==> src/rtl/mux_2_1_if.sv <==
// mux_2_1_if: data, select and result bundle for one mux_2_1 leaf cell.
`timescale 1ns/10ps
interface mux_2_1_if #(parameter int WIDTH = 64);
  logic [WIDTH-1:0] i0, i1, out, out_q;
  logic sel;
  modport master (output i0, i1, sel, input out, out_q);
  modport slave (input i0, i1, sel, output out, out_q);
endinterface

==> src/rtl/mux_2_1.sv <==
// mux_2_1: gate-level 2:1 word mux, combinational out plus registered out_q.
// Define MUX_2_1_GATE_DELAY_EN to give every gate and the register a 50 ps delay.
`timescale 1ns/10ps
`ifdef MUX_2_1_GATE_DELAY_EN
`define MUX_2_1_DLY #0.05
`else
`define MUX_2_1_DLY
`endif
module mux_2_1 #(parameter int WIDTH = 64) (
  input logic clk,
  input logic reset_n,
  mux_2_1_if.slave bus
);
  logic [WIDTH-1:0] i0, i1, a, b, out_d, out_q;
  logic sel, nsel;
  assign i0 = bus.i0;
  assign i1 = bus.i1;
  assign sel = bus.sel;
  not `MUX_2_1_DLY u_inv (nsel, sel);
  for (genvar k = 0; k < WIDTH; k++) begin : g_bit
    and `MUX_2_1_DLY u_a (a[k], i0[k], nsel);
    and `MUX_2_1_DLY u_b (b[k], i1[k], sel);
    or `MUX_2_1_DLY u_o (out_d[k], a[k], b[k]);
  end
  always_ff @(posedge clk or negedge reset_n)
    if (!reset_n) out_q <= '0;
    else out_q <= `MUX_2_1_DLY out_d;
  assign bus.out = out_d;
  assign bus.out_q = out_q;
endmodule

==> src/flat_wrapper.sv <==
// flat-port wrapper written by rule: the top's interface ports become plain ports
module mux_2_1_flat 
#(parameter int WIDTH = 64)
  (clk, reset_n, bus_i0, bus_i1, bus_sel, bus_out, bus_out_q);
  mux_2_1_if #(.WIDTH(WIDTH)) bus_i ();
  input logic clk;
  input logic reset_n;
  input wire logic [$bits(bus_i.i0)-1:0] bus_i0;
  input wire logic [$bits(bus_i.i1)-1:0] bus_i1;
  input wire logic [$bits(bus_i.sel)-1:0] bus_sel;
  output wire logic [$bits(bus_i.out)-1:0] bus_out;
  output wire logic [$bits(bus_i.out_q)-1:0] bus_out_q;
  assign bus_i.i0 = bus_i0;
  assign bus_i.i1 = bus_i1;
  assign bus_i.sel = bus_sel;
  assign bus_out = bus_i.out;
  assign bus_out_q = bus_i.out_q;
  mux_2_1 #(.WIDTH(WIDTH)) u_core (.clk(clk), .reset_n(reset_n), .bus(bus_i));
endmodule
==> config.mk <==
export PLATFORM = sky130hd
export DESIGN_NAME = mux_2_1_flat
export DESIGN_NICKNAME = d
export VERILOG_FILES = /design/src/rtl/mux_2_1_if.sv /design/src/rtl/mux_2_1.sv /design/src/flat_wrapper.sv
export SDC_FILE = /design/constraint.sdc
export NUM_CORES = 1
export LEC_CHECK = 0
export ABC_AREA = 1
export BUFFER_PORTS_ARGS = -buffer_cell sky130_fd_sc_hd__buf_2
export CAP_MARGIN = 10
export CORE_AREA = 2 2 101 103
export DETAILED_ROUTE_END_ITERATION = 8
export DIE_AREA = 0 0 103 105
export SYNTH_ARGS = -nofsm -noshare
export SYNTH_HDL_FRONTEND = slang
export SYNTH_SLANG_ARGS = --single-unit
==> constraint.sdc <==
create_clock -name clk -period 1 [get_ports clk]
set_input_delay 0 -clock clk [delete_from_list [all_inputs] [get_ports clk]]
set_output_delay 0 -clock clk [all_outputs]
set_load 0.03 [all_outputs]
==> run summary, run 1 <==
Status - complete, but fails checks
Failing checks - setup timing
Synth Area per Inst - 9.06 um2
Worst setup margin - -0.00152 ns
Nets - 791
DP HPWL - 6.24 mm
Leak - 3.12 nW
Max reg flops - 64
Vias per std cell - 4.26
CTS Buffer Depth - 2
Max Slew Vio Count - 0
Worst rel slew slack - 0.767
Top reg by flops - u_core.bus.out_q
DP Worst Slack - 0.145 ns
Required @ worst endpoint - 1.00 ns
Antenna-violating nets left - 0
Fin. Hold Viols - 0
CTS clk-pin slew, worst paths - 0.06 ns
First-pass GRT wire length - 16.9 mm
Area growth, synth to finish - 130%
Starting Density - 0.254
Worst VDD drop - 0.694 mV
Die Width - 103 um
Final Setup Violations - 1
Minimum clock period - 1.00 ns
Worst Path Arrival - 1.00 ns
Top Registers - u_core.bus.out_q (64)
Setup TNS - -0.00152 ns
Post-synthesis register bit count - 64
Largest net degree at the start of global routing - 65
Startpoint types - input pin
I/O Pins - 259
Mean routed wirelength per cell - 14.9 um
GR Overflow Total - 0
PwrDens - 1320 nW/um2
Routed via count - 3,392
Post-synth cell types - 6
Vias in the first global route - 3,589
RSZ-0062 raised after global routing - true
Critical path class - input pin to output pin
Final worst-path cycle share - 1.00
Worst-path maximum fanout - 2
Gpl congestion - 0.756
CTS Buf Count - 9
Post-Layout Cell Count - 796
DRT iter0 DRCs - 135
Ys Warns - 0
Core Util, Final - 0.584
Die ar. - 10,800 um2
Initial antenna violation count - 0
Crit end category - output pin
Max H-tree Level - 3
DIE HEIGHT - 105 um
Worst-Margin Slew - 0.349 ns
# placed instances - 653
Post-synthesis net count - 401
Row cnt - 36
DRC - 0
CTS root buf - clkbuf_8
Register area share after synthesis - 0.655
Clock net sink count - 64
Commonest non-fill, non-tap cell in the layout - buf_2
Overall Global Routing Usage - 0.201
IO buf count - 258
CTS tree - done
CORE AREA - 9640 um2
N_diodes - 0
Fmax achieved - 998 MHz
Layout cells sized above 1 - 0.454
Mapped cell area - 2450 um2
Synth Instances - 270
HP Class - input pin to flip-flop
Leading cell types in the layout, fill and taps excluded - buf_2, nand2_1, dlygate4sd3_1
Pre-antenna DRT Iters - 5
Wirelength, routed - 11.9 mm
Total power draw - 7.42 mW
Maxcap violations - 0
## cell families after synthesis
family,share of synthesized area
simple gates,0.295
flops,0.655
buf+inv,0.0506
## where the power goes
part	switching, mW	leakage (nW)	internal [mW]
sequential	0.0486	0.766	2.78
clock	0.910	0.0886	1.08
combinational	1.54	2.26	1.06
total	2.50	3.12	4.92
## critical path, stage by stage
cell	delay [ns]
dlygate4sd3_1	0.55
buf_2	0.13
nand2_1	0.07
nand2_1	0.10
buf_6	0.15
## per-layer routing
| metal | track usage | vias to the layer above | wire length (um) |
|---|---|---|---|
| met1 | 0.204 | 1535 | 4170 |
| met5 | 0 | - | 0 |
| li1 | - | 1588 | - |
| met2 | 0.354 | 231 | 5880 |
| met3 | 0.0642 | 38 | 1390 |
| met4 | 0.113 | 0 | 435 |
## layout make-up
| cell class | count | area (um2) |
|---|---|---|
| sequential | 64 | 1600 |
| inverter | 1 | 3.75 |
| clock buffer | 14 | 173 |
| tap | 133 | 166 |
| timing repair buffer | 392 | 2900 |
| multi-input combinational | 192 | 783 |
| fill | 748 | 4010 |
## synthesized netlist by cell type (all sizes together)
cell type  instances  area [um2]
dfrtp             64        1600
clkbuf             6        82.6
inv                1        3.75
nand2            192         721
buf                7        37.5
## timing repair
action                                 4_1_cts  5_1_grt
endpoints found under the hold margin      128        0
resized for setup                            0      150
setup endpoints to repair                    0       47
hold buffers                               129        0
setup buffers                                0        0
## metrics by stage
step / hold WS [ns] / cell area [um2]
final: 0.133 / 5630
after global placement: 0.0384 / 3870
after global routing: 0.140 / 5630
after detailed placement: 0.0401 / 3870
after floorplan: -0.296 / 2450
after CTS: 0.108 / 5340
## final timing paths
check | slack (ns) | endpoint | cells after the start | startpoint
worst max-delay path | -0.002 | bus_out[59] | 5 | bus_i1[59]
worst min-delay path | 0.13 | u_core.bus.out_q[28] | 4 | bus_sel
max in group asynchronous | 0.51 | u_core.bus.out_q[56] | 3 | reset_n
min in group asynchronous | 0.20 | u_core.bus.out_q[16] | 3 | reset_n
Power figures use the tool's default switching activity.
==> run 2, diff against run 1 <==
Settings changed: CELL_PAD_IN_SITES_DETAIL_PLACEMENT from default to 1, CELL_PAD_IN_SITES_GLOBAL_PLACEMENT from default to 1, CORE_AREA 2 2 101 103 to default, CORE_MARGIN from default to 2, CORE_UTILIZATION from default to 24, DIE_AREA 0 0 103 105 to default, PLACE_DENSITY_LB_ADDON from default to 0.1.
==> run summary, run 2 (synthesis gave the netlist of run 1 again) <==
Status - complete, but fails checks
Failing checks - hold timing
WL met3 - 870 um (-37%)
Fmax achieved - 1000 MHz (+0.64%)
Commonest non-fill, non-tap cell in the layout - buf_2
Psw - 2.62 mW (+4.8%)
DR WL met2 - 7.77 mm (+32%)
DP HPWL - 7.53 mm (+21%)
Startpoint types - input pin
Clk network pwr share - 0.251 (-0.017)
HP Class - input pin to flip-flop
Worst rel slew slack - 0.800 (+0.0327)
Highest routed layer - met4
Worst-Margin Slew - 0.300 ns (-0.0490 ns)
Starting Density - 0.249 (-0.00466)
Die ar. - 11,000 um2 (+1.9%)
Worst VDD drop - 0.543 mV (-22%)
Max H-tree Level - 3 (unchanged)
GR Overflow Total - 0 (unchanged)
Max reg flops - 64 (unchanged)
Nets - 789 (-0.25%)
Top Registers - u_core.bus.out_q (64)
First-pass GRT wire length - 20.1 mm (+19%)
Mean routed wirelength per cell - 16.9 um (+13%)
CTS root buf - clkbuf_8
DRT iter0 DRCs - 116 (-14%)
Total power draw - 7.37 mW (-0.60%)
CTS tree - done
Pre-antenna DRT Iters - 4 (-1)
Row cnt - 36 (unchanged)
Vias per std cell - 4.31 (+1.2%)
Hold Startpoint - bus_sel
CTS Buf Count - 9 (unchanged)
Layout cells sized above 1 - 0.471 (+0.0173)
Crit end category - output pin
Leak - 3.18 nW (+1.9%)
DIE HEIGHT - 105 um (about the same)
Logic pwr share - 0.365 (+0.015)
CTS Buffer Depth - 2 (unchanged)
Overall Global Routing Usage - 0.235 (+0.0338)
Initial antenna violation count - 0 (unchanged)
Worst-path maximum fanout - 2 (unchanged)
IO buf count - 258 (unchanged)
Max Slew Vio Count - 0 (unchanged)
Minimum clock period - 0.995 ns (-0.00632 ns)
Final hold slack - -0.0333 ns (-0.166 ns)
Worst Path Arrival - 1.00 ns (about the same)
Area growth, synth to finish - 133%
Setup TNS - 0 ns (+0.00152 ns)
Int Pwr - 4.76 mW (-3.3%)
Leading cell types in the layout, fill and taps excluded - buf_2, nand2_1, dlygate4sd3_1
Vias in the first global route - 3,977 (+11%)
PwrDens - 1290 nW/um2 (-1.9%)
Sw Share - 0.355 (+0.0182)
Final worst-path cycle share - 0.995 (-0.00632)
Clock net sink count - 64 (unchanged)
Die Width - 105 um (+1.9%)
Largest net degree at the start of global routing - 64 (-1.5%)
Required @ worst endpoint - 1.00 ns (about the same)
FILL cells - 1,178 (+57%)
Maxcap violations - 0 (unchanged)
Final non-filler cell area - 5710 um2 (+1.4%)
DRC - 0 (unchanged)
Placed cell area - 3880 um2 (+0.32%)
Met1 Wirelength - 4.32 mm (+3.5%)
Critical path class - input pin to output pin
Final Setup Violations - 0 (-1)
Flop pwr share - 0.384 (+0.002)
CTS clk-pin slew, worst paths - 0.08 ns (+0.02 ns)
Hold Buf Count CTS - 126 (-2.3%)
Antenna-violating nets left - 0 (unchanged)
WHS Endpoint - u_core.bus.out_q[22]
CORE AREA - 9820 um2 (+1.9%)
Gpl congestion - 0.808 (+6.8%)
I/O Pins - 259 (unchanged)
Top reg by flops - u_core.bus.out_q
Wirelength, routed - 13.5 mm (+13%)
Worst hold path depth - 3 (-1)
Routed via count - 3,437 (+1.3%)
Fin. Hold Viols - 1 (+1)
-- run 2: cell types whose count changed in the layout (fill, tap and decap cells not counted), moves of 5 or more --
cell / previous run / this run
dlygate4sd3_1: 129 / 121
dlymetal6s4s_1: 0 / 5
buf_2: 211 / 198
nand2_2: 25 / 33
clkinv_2: 0 / 5
buf_6: 31 / 41
nand2_1: 167 / 159
-- run 2: routing by layer --
metal	vias up	global-route usage
li1	1587	-
met1	1654	0.215
met2	158	0.468
met3	38	0.0599
met4	0	0.118
met5	-	0
-- run 2: worst max path at each step --
| stage | from | end | slack [ns] | cells after the start |
|---|---|---|---|---|
| after CTS | bus_i1[39] | bus_out[39] | 0.003 | 5 |
| after global placement | bus_sel | bus_out[11] | 0.15 | 5 |
| after detailed placement | bus_sel | bus_out[11] | 0.14 | 6 |
| after global routing | bus_i1[47] | bus_out[47] | -0.03 | 5 |
| final | bus_i1[47] | bus_out[47] | 0.005 | 5 |
| after floorplan | bus_sel | u_core.bus.out_q[13] | 0.25 | 4 |
-- run 2: critical path, cell delays in order --
cell           delay (ns)
dlygate4sd3_1        0.57
buf_2                0.13
nand2_1              0.05
nand2_1              0.11
buf_6                0.14
-- run 2: power groups by stage --
stage               combinational [mW]  sequential, mW  clock [mW]
floorplan                        0.735            3.30           0
global placement                  1.96            2.87           0
detailed placement                1.98            2.88           0
CTS                               2.37            2.83        1.92
global route                      2.84            2.85        2.03
finish                            2.69            2.83        1.85
-- run 2: layout make-up --
class | count | area [um2] | share of cell area
Timing Repair Buffer | 390 | 2980 | 0.521
Sequential cell | 64 | 1600 | 0.281
Multi-Input combinational cell | 192 | 803 | 0.141
Tap cell | 133 | 166 | 0.0291
Clock buffer | 10 | 128 | 0.0224
Clock inverter | 5 | 25.0 | 0.00438
Antenna cell | 2 | 5.00 | 0.000877
Inverter | 1 | 3.75 | 0.000657
-- run 2: what timing repair did --
action / 4_1_cts / 5_1_grt
buffers inserted: 0 / 1
endpoints found under the setup margin: 0 / 60
endpoints found under the hold margin: 128 / 1
gates resized for setup: 0 / 195
-- run 2: metrics by stage --
stage	std cells	util	hold WS (ns)	setup slack, ns
2_1_floorplan	270	-	-0.296	0.250
3_3_place_gp	653	0.396	-0.107	0.145
3_5_place_dp	653	0.396	-0.103	0.141
4_1_cts	794	0.540	-0.0627	0.00300
5_1_grt	795	0.581	-0.0198	-0.0314
6_report	797	0.581	-0.0333	0.00481
==> run 3, diff against run 2 <==
--- a/config.mk
+++ b/config.mk
@@ -10,8 +10,6 @@
 export CAP_MARGIN = 10
-export CELL_PAD_IN_SITES_DETAIL_PLACEMENT = 1
-export CELL_PAD_IN_SITES_GLOBAL_PLACEMENT = 1
-export CORE_MARGIN = 2
-export CORE_UTILIZATION = 24
+export CORE_AREA = 2 2 101 103
+export CTS_CLUSTER_SIZE = 8
 export DETAILED_ROUTE_END_ITERATION = 8
-export PLACE_DENSITY_LB_ADDON = 0.1
+export DIE_AREA = 0 0 103 105
 export SYNTH_ARGS = -nofsm -noshare
==> constraint.sdc (replaced) <==
create_clock -name clk -period 1 [get_ports clk]
set_input_delay 0.05 -clock clk [delete_from_list [all_inputs] [get_ports clk]]
set_output_delay 0.05 -clock clk [all_outputs]
set_load 0.03 [all_outputs]
==> run summary, run 3 (synthesis gave the netlist of run 1 again) <==
Die Width - 103 um (-1.9%)
DRC - 0 (unchanged)
Crit end category - output pin
Status - completed
Antenna-violating nets left - 0 (unchanged)
Pre-antenna DRT Iters - 4 (unchanged)
Kind of cell adding the most delay to the critical path - flip-flops
Mean routed wirelength per cell - 12.0 um (-29%)
CTS tree - done
PwrDens - 1480 nW/um2 (+14%)
Top Registers - u_core.bus.out_q (64)
Max H-tree Level - 3 (unchanged)
First-pass GRT wire length - 13.1 mm (-35%)
Initial antenna violation count - 0 (unchanged)
Minimum clock period - 0.943 ns (-0.0518 ns)
Wirelength, routed - 8.83 mm (-34%)
CTS Buffer Depth - 2 (unchanged)
DP HPWL - 6.48 mm (-14%)
HP Class - input pin to asynchronous set/reset pin
Total power draw - 6.97 mW (-5.4%)
Worst rel slew slack - 0.719 (-0.0802)
Layout cells sized above 1 - 0.463 (-0.00797)
Worst-path maximum fanout - 1 (-1)
Crit-path slowest cell - dfrtp_1
Vias in the first global route - 2,889 (-27%)
Required @ worst endpoint - 0.95 ns (-0.05 ns)
N_diodes - 0 (-2)
Commonest non-fill, non-tap cell in the layout - buf_2
Placed cell area - 3880 um2 (-0.13%)
Final worst-path cycle share - 0.943 (-0.0518)
CTS root buf - clkbuf_8
Fmax achieved - 1060 MHz (+5.5%)
Area growth, synth to finish - 93.2%
Max reg flops - 64 (unchanged)
Critical path class - flip-flop to output pin
Worst VDD drop - 0.574 mV (+5.7%)
Worst Path Arrival - 0.89 ns (-0.11 ns)
Nets - 729 (-7.6%)
GR Overflow Total - 0 (unchanged)
Max Slew Vio Count - 0 (unchanged)
Core Util, Final - 0.490 (-0.0912)
Final non-filler cell area - 4730 um2 (-17%)
CTS Buf Count - 9 (unchanged)
CORE AREA - 9640 um2 (-1.8%)
CTS clk-pin slew, worst paths - 0.06 ns (-0.02 ns)
Largest stage delay on the critical path - 0.38 ns (-0.19 ns)
Leading cell types in the layout, fill and taps excluded - buf_2, nand2_1, dlygate4sd3_1
Gpl congestion - 0.762 (-5.7%)
Routed via count - 2,997 (-13%)
Fin. Hold Viols - 0 (-1)
Startpoint types - flip-flop
Clock net sink count - 64 (unchanged)
Starting Density - 0.254 (+0.00466)
CP bufs+invs - 1 (-2)
Overall Global Routing Usage - 0.156 (-0.0786)
DIE HEIGHT - 105 um (about the same)
Die ar. - 10,800 um2 (-1.8%)
DRT iter0 DRCs - 91 (-22%)
Top reg by flops - u_core.bus.out_q
Vias per std cell - 4.09 (-5.2%)
Largest net degree at the start of global routing - 38 (-41%)
RSZ-0062 raised after global routing - false
Leak - 2.82 nW (-11%)
Setup TNS - 0 ns (unchanged)
I/O Pins - 259 (unchanged)
Worst-Margin Slew - 0.421 ns (+0.120 ns)
Row cnt - 36 (unchanged)
Maxcap violations - 0 (unchanged)
IO buf count - 258 (unchanged)
Crit path cell chain - buf_2
FILL cells - 939 (-20%)
Final Setup Violations - 0 (unchanged)
-- run 3: cell count changes in the layout (fill, tap and decap cells not counted), moves of 2 or more --
cell and delta:
clkbuf_8 +2, dlygate4sd3_1 -56, buf_4 -14, clkinv_2 -4, buf_6 -40, clkbuf_4 -3, nand2_2 -33, buf_2 +58
diode_2 -2, dlymetal6s4s_1 -5, nand2_1 +33
-- run 3: layer usage --
metal	wire length [um]	track usage	up-vias	part of all wire
met5	0	0	-	0
met4	211	0.0865	0	0.024
met3	930	0.0548	16	0.11
met2	4500	0.286	174	0.51
met1	3190	0.147	1337	0.36
li1	-	-	1470	-
-- run 3: power by group --
| group | leakage [nW] | switching (mW) | internal, mW | total [mW] |
|---|---|---|---|---|
| clock network | 0.0842 | 0.906 | 0.990 | 1.90 |
| logic | 1.97 | 1.41 | 0.835 | 2.25 |
| registers | 0.766 | 0.0475 | 2.78 | 2.83 |
-- run 3: tightest hold or removal path: cells and delay by family --
kind | cells | cell delay [ns]
buf+inv | 3 | 0.97
-- run 3: what timing repair did --
action	4_1_cts	5_1_grt
gates cloned	0	1
gates resized for setup	2	2
setup buffers	0	0
endpoints found under the setup margin	1	7
hold buffers	65	0
hold endpoints to repair	128	0
-- run 3: metrics by stage --
| stage | hold WS [ns] | setup WS, ns | std cells |
|---|---|---|---|
| 3_3_place_gp | 0.0962 | 0.0619 | 654 |
| 5_1_grt | 0.299 | 0.00292 | 733 |
| 4_1_cts | 0.272 | 0.0159 | 732 |
| 6_report | 0.272 | 0.0566 | 733 |
| 3_5_place_dp | 0.105 | 0.0429 | 654 |
| 2_1_floorplan | -0.246 | 0.200 | 270 |
-- run 3: final cells by class --
class | count | area, um2 | share of cell area
timing repair buffer | 330 | 2070 | 0.438
multi-input combinational | 192 | 721 | 0.153
clock inverter | 1 | 5.00 | 0.00106
tap | 133 | 166 | 0.0352
clock buffer | 12 | 155 | 0.0328
sequential | 64 | 1600 | 0.339
inverter | 1 | 6.26 | 0.00132
-- run 3: final timing paths --
check	startpoint	to	slack [ns]	cells past startpoint
setup / recovery	u_core.bus.out_q[47]	bus_out_q[47]	0.06	1
hold / removal	reset_n	u_core.bus.out_q[14]	0.27	3
max in group asynchronous	reset_n	u_core.bus.out_q[43]	0.40	3
min in group clk	bus_i0[53]	u_core.bus.out_q[53]	0.46	4
